$ cat src/rtl/opnd_stage.sv
// Operand-fetch stage: register file with write bypass, single-entry
// registered operand pair with valid/ready handshake, and ALU flag register.
module opnd_stage #(
  parameter int unsigned W = 8,
  parameter int unsigned A = 3
) (
  input  logic         Clk,
  input  logic         Reset_n,
  input  logic         IssueValid,
  output logic         IssueReady,
  input  logic [A-1:0] RdAddrA,
  input  logic [A-1:0] RdAddrB,
  input  logic         ImmSel,
  input  logic [W-1:0] Imm,
  output logic         OpValid,
  input  logic         OpReady,
  output logic [W-1:0] InputA,
  output logic [W-1:0] InputB,
  input  logic         WrEn,
  input  logic [A-1:0] WrAddr,
  input  logic [W-1:0] WrData,
  input  logic         FlagEn,
  input  logic         ZeroIn,
  input  logic         ParityIn,
  input  logic         OddIn,
  output logic         Zero,
  output logic         Parity,
  output logic         Odd
);

  localparam int unsigned NREG = 1 << A;
  localparam int unsigned NFLG = 3;

  logic [W-1:0]    rf_q [NREG];
  logic [W-1:0]    rf_d [NREG];
  logic            op_valid_q, op_valid_d;
  logic [W-1:0]    input_a_q, input_a_d;
  logic [W-1:0]    input_b_q, input_b_d;
  logic [NFLG-1:0] flags_q, flags_d;

  logic [W-1:0]    src_a;
  logic [W-1:0]    src_b;
  logic            issue_acc;

  // Single entry may accept whenever it is empty or being drained this cycle.
  assign IssueReady = !op_valid_q || OpReady;

  // Source operand read: R0 is zero, otherwise same-cycle writeback wins over the array.
  always_comb begin
    src_a = rf_q[RdAddrA];
    if (WrEn && (WrAddr == RdAddrA)) src_a = WrData;
    if (RdAddrA == '0)               src_a = '0;
    src_b = rf_q[RdAddrB];
    if (WrEn && (WrAddr == RdAddrB)) src_b = WrData;
    if (RdAddrB == '0)               src_b = '0;
  end

  // Register file update; writes to R0 are discarded.
  always_comb begin
    rf_d = rf_q;
    if (WrEn && (WrAddr != '0)) rf_d[WrAddr] = WrData;
  end

  // Operand pair: load on accept, drop valid on drain, otherwise hold (stall keeps sampled values).
  always_comb begin
    op_valid_d = op_valid_q;
    input_a_d  = input_a_q;
    input_b_d  = input_b_q;
    issue_acc  = IssueValid && IssueReady;
    if (issue_acc) begin
      op_valid_d = 1'b1;
      input_a_d  = src_a;
      input_b_d  = ImmSel ? Imm : src_b;
    end else if (op_valid_q && OpReady) begin
      op_valid_d = 1'b0;
    end
  end

  // Flag capture, independent of the operand handshake.
  always_comb begin
    flags_d = flags_q;
    if (FlagEn) flags_d = {ZeroIn, ParityIn, OddIn};
  end

  // State registers.
  always_ff @(posedge Clk or negedge Reset_n) begin
    if (!Reset_n) begin
      for (int i = 0; i < int'(NREG); i++) rf_q[i] <= '0;
      op_valid_q <= 1'b0;
      input_a_q  <= '0;
      input_b_q  <= '0;
      flags_q    <= '0;
    end else begin
      rf_q       <= rf_d;
      op_valid_q <= op_valid_d;
      input_a_q  <= input_a_d;
      input_b_q  <= input_b_d;
      flags_q    <= flags_d;
    end
  end

  assign OpValid = op_valid_q;
  assign InputA  = input_a_q;
  assign InputB  = input_b_q;
  assign Zero    = flags_q[2];
  assign Parity  = flags_q[1];
  assign Odd     = flags_q[0];

endmodule

$ cat config.mk
export PLATFORM = sky130hd
export DESIGN_NAME = opnd_stage
export DESIGN_NICKNAME = d
export VERILOG_FILES = /design/src/rtl/opnd_stage.sv
export SDC_FILE = /design/constraint.sdc
export NUM_CORES = 1
export LEC_CHECK = 0
export ABC_AREA = 1
export BUFFER_PORTS_ARGS = -buffer_cell sky130_fd_sc_hd__buf_2
export CAP_MARGIN = 20
export CORE_MARGIN = 4
export CORE_UTILIZATION = 35
export CTS_BUF_LIST = sky130_fd_sc_hd__clkbuf_4 sky130_fd_sc_hd__clkbuf_8
export CTS_CLUSTER_SIZE = 25
export DETAILED_ROUTE_END_ITERATION = 12
export MAX_ROUTING_LAYER = met4
export SLEW_MARGIN = 20
export SYNTH_ARGS = -nofsm -noshare
export SYNTH_HDL_FRONTEND = slang
export SYNTH_SLANG_ARGS = --single-unit
$ cat constraint.sdc
create_clock -name Clk -period 3 [get_ports Clk]
set_input_delay 0.6 -clock Clk [delete_from_list [all_inputs] [get_ports Clk]]
set_output_delay 0.6 -clock Clk [all_outputs]
set_load 0.05 [all_outputs]
==> parameters.txt <==
Parameter                              Value

Drt
  Antenna-violating nets left    0
  Wire length after detailed routing    roughly 14,000 um
  Remaining routing DRC violations    0
  Via total after detailed routing    approximately 4,400
  Number of detailed-route iterations in the first pass    5
  Average detailed-routed wire length per instance    17.03 um
  Vias per Instance    ~5.2
  Initial DRC count    approximately 420

Timing
  Clock tree skew after final layout    ~15 ps
  Unrepaired setup endpoints after global routing    false
  Final hold violation count    0
  Final clock period utilization by the worst path    between 50% and 60%
  Final count of negative-setup-slack endpoints    0
  Measured slew at the worst slew-check pin    around 640 ps
  Fmax    approximately 570 MHz
  Number of slew-limit violations in the final report    0
  Total Neg Setup Slack    0 ps
  Period minus WS final    1755 ps
  Headroom to the max-slew limit    57.45%

Cells and area
  Number of nets in the layout    692
  Area of the multi-input gates    2171 um^2
  Fraction of final layout cells sized beyond drive strength 1    between 10% and 20%
  Post-layout util    between 40% and 50%
  Count of filler cells inserted in the layout    1,346
  # diodes    0
  Register Area    2102 um^2
  Area growth syn-to-layout    11.55%

Global routing
  Maximum number of pins on one net before global-route repair    46
  Number of antenna violations at the first check in global routing    0
  Via count of the first global-routing pass    4,232
  Global route total overflow    0
  First-pass GRT wire length    roughly 23,000 um
  GRT Util Overall    between 20% and 30%

Worst setup path
  Highest fanout seen on the critical path    19
  Peak per-stage delay on the critical path    between 500 and 600 ps
  Crit path DAT    between 2000 and 2500 ps
  Required arrival time at the worst endpoint    3320 ps
  Max stage delay cell, worst path    sky130_fd_sc_hd__a31oi_2
  Most frequent cell on the critical path    sky130_fd_sc_hd__nand2_1
  Setup slack on the worst flop-to-flop path    around 1200 ps
  Sequence of cells on the critical path    nand2_1, nand2_1, a31oi_2, nand3_1, nand2_1
  Critical path class    register to register
  Startpoint type of the worst setup path    register
  Length in cells of the worst reg-to-reg path    5
  Crit end category    register

Power and ir drop
  Cell internal pwr    around 0.0019 W
  Sequential fraction of design power    48.4%
  Maximum resistive drop on vdd    ~200 uV
  Pleak    around 2.5 nW
  Share of power burned in the clock network    between 20% and 30%
  Share of total power in combinational logic    26.5%
  Psw    0.001119 W
  Switching Fraction    between 30% and 40%
  Power per unit of standard cell area    between 500 and 600 nW/um^2

CTS
  Source-to-sink clock delay at the later pin of the worst-skew pair    around 380 ps
  Clk pin slew, worst setup/hold paths    around 90 ps
  CTS resizes    0
  Total clock buffers created by CTS    9
  Number of buffers inserted for hold repair after clock tree synthesis    0
  Total clock sinks    84
  Clk root buf    sky130_fd_sc_hd__clkbuf_8
  Clock buffer depth    2
  Buffer count from post-CTS setup fixing    0
  H-tree depth    3
  Clock tree from TritonCTS    yes

Synthesis
  Post-Syn Instances    624
  Top cell type's share of synthesized area    ~46%
  Share of synthesized flip-flops with an asynchronous set or reset    between 90% and 100%
  Share of the yosys chip area belonging to registers    between 40% and 50%
  Number of enable-type register cells in the synthesized netlist    0
  Synth cell types    24
  Nets in the synthesized netlist    approximately 660
  Most area-hungry cell type in the Yosys netlist    sky130_fd_sc_hd__dfrtp_1
  Cell Area, Synth    4583 um^2
  Yosys synthesis warning count    0
  Average instance area after synthesis    between 7 and 8 um^2
  Total of flip-flops plus latches after synthesis    84
  Ranking of synthesized cells by area    sky130_fd_sc_hd__dfrtp_1, sky130_fd_sc_hd__nand2_1, sky130_fd_sc_hd__nand3_1
  Predominant post-synthesis flop cell    sky130_fd_sc_hd__dfrtp_1

Floorplanning
  Initial Utilization    between 30% and 40%
  Number of rows created at floorplan    41
  Top-level port count    between 50 and 60
  Die height    122.4 um
  Floorplan die width    roughly 120 um
  Full die area    14,990 um^2
  Core Box Area    ~13,000 um^2

Placement
  Count of input and output buffers    55
  Global placer's final weighted congestion    ~0.94
  Detailed-placement wirelength estimate    between 9000 and 10,000 um

Outcome
  Status    completed

Run
  Number of maximum-capacitance violations    0

Hold path
  Worst min-delay path category    input pin to async pin
[cell type report]
class	count	area share (%)
sequential	84	41.12
timing repair buffer	62	6.461
tap	172	4.209
inverter	29	2.301
multi-input combinational	471	42.46
clock inverter	2	0.1958
clock buffer	13	3.255
[state kept, by name (all words and copies together) (netlist names)]
register  cells
OpValid       1
InputA        8
InputB        8
flags_q       3
rf_q         64
[synth_stat cells, drive strengths merged, types with 2 or more instances]
master	number
nand2	229
a31oi	2
o21ai	50
dfrtp	84
nand3	137
buf	21
nor2	22
mux2	3
clkbuf	19
a21oi	26
inv	28
[power by group through the flow]
stage | sequential, W | combinational (W) | clock [W]
2_1_floorplan | 0.00161 | 0.000436 | 0
3_3_place_gp | 0.00149 | 0.000790 | 0
3_5_place_dp | 0.00149 | 0.000807 | 0
4_1_cts | 0.00147 | 0.000809 | 0.000789
5_1_grt | 0.00150 | 0.000906 | 0.000832
6_report | 0.00147 | 0.000808 | 0.000764
[metrics by stage]
stage | setup slack [ps] | hold slack [ps] | cell area [um^2] | power [W] | cells
finish | 1245 | 225.7 | 5112 | 0.003047 | 833
global route | 1042 | 258.4 | 5112 | 0.003239 | 833
CTS | 1215 | 225.6 | 5112 | 0.003069 | 833
detailed placement | 901.7 | 391.9 | 4936 | 0.002300 | 818
global placement | 951.6 | 387.5 | 4936 | 0.002277 | 818
floorplan | 1021 | 304.4 | 4583 | 0.002043 | 624
[placed cells by master, fill, tap and decap left out]
master,count
sky130_fd_sc_hd__clkbuf_4,2
sky130_fd_sc_hd__clkbuf_8,11
sky130_fd_sc_hd__and3_1,1
sky130_fd_sc_hd__o21ai_0,50
sky130_fd_sc_hd__clkinv_2,3
sky130_fd_sc_hd__nor2_4,2
sky130_fd_sc_hd__nor2_2,1
sky130_fd_sc_hd__inv_2,5
sky130_fd_sc_hd__nor3_4,1
sky130_fd_sc_hd__nand2_2,3
sky130_fd_sc_hd__nand2_1,224
sky130_fd_sc_hd__dfrtp_1,84
sky130_fd_sc_hd__nand2_4,2
sky130_fd_sc_hd__nand3_1,137
sky130_fd_sc_hd__mux2_2,3
sky130_fd_sc_hd__a21oi_2,8
sky130_fd_sc_hd__a31oi_2,2
sky130_fd_sc_hd__nor2_1,19
sky130_fd_sc_hd__buf_2,54
sky130_fd_sc_hd__a21oi_4,1
sky130_fd_sc_hd__a21oi_1,17
sky130_fd_sc_hd__inv_1,20
sky130_fd_sc_hd__inv_4,3
sky130_fd_sc_hd__buf_4,8
[path summary, 6_finish.rpt]
| check | start | endpoint |
|---|---|---|
| worst max-delay path | OpValid$_DFFE_PN0P_ | InputA[0]$_DFFE_PN0P_ |
| max in group asynchronous | Reset_n | rf_q[25]$_DFFE_PN0P_ |
| min in group Clk | rf_q[56]$_DFFE_PN0P_ | rf_q[56]$_DFFE_PN0P_ |
| worst min register to register | rf_q[56]$_DFFE_PN0P_ | rf_q[56]$_DFFE_PN0P_ |
| worst max register to register | OpValid$_DFFE_PN0P_ | InputA[0]$_DFFE_PN0P_ |
| worst min-delay path | Reset_n | InputB[5]$_DFFE_PN0P_ |
[cells by family (layout without fill, tap and decap cells)]
| logic type | count (synthesis) | in the layout | share of synthesized area (%) |
|---|---|---|---|
| compound gates | 78 | 78 | 9.746 |
| buf+inv | 69 | 106 | 6.770 |
| mux | 3 | 3 | 0.7370 |
| flops | 84 | 84 | 45.86 |
| simple gates | 390 | 390 | 36.88 |
[layer usage]
metal	track usage (%)	routed length (um)	vias to the layer above
li1	-	-	2108
met1	28.19	6484	2036
met5	-	0	-
met4	8.957	297	0
met2	29.68	6273	186
met3	4.147	1131	27
[critical path, delay by kind of cell (launching register included)]
family	cells	cell delay (ps)
AND/OR/NAND/NOR	4	800
AO/OA/AOI/OAI	1	510
flip-flops	1	380
(Power assumes the default switching activity.)
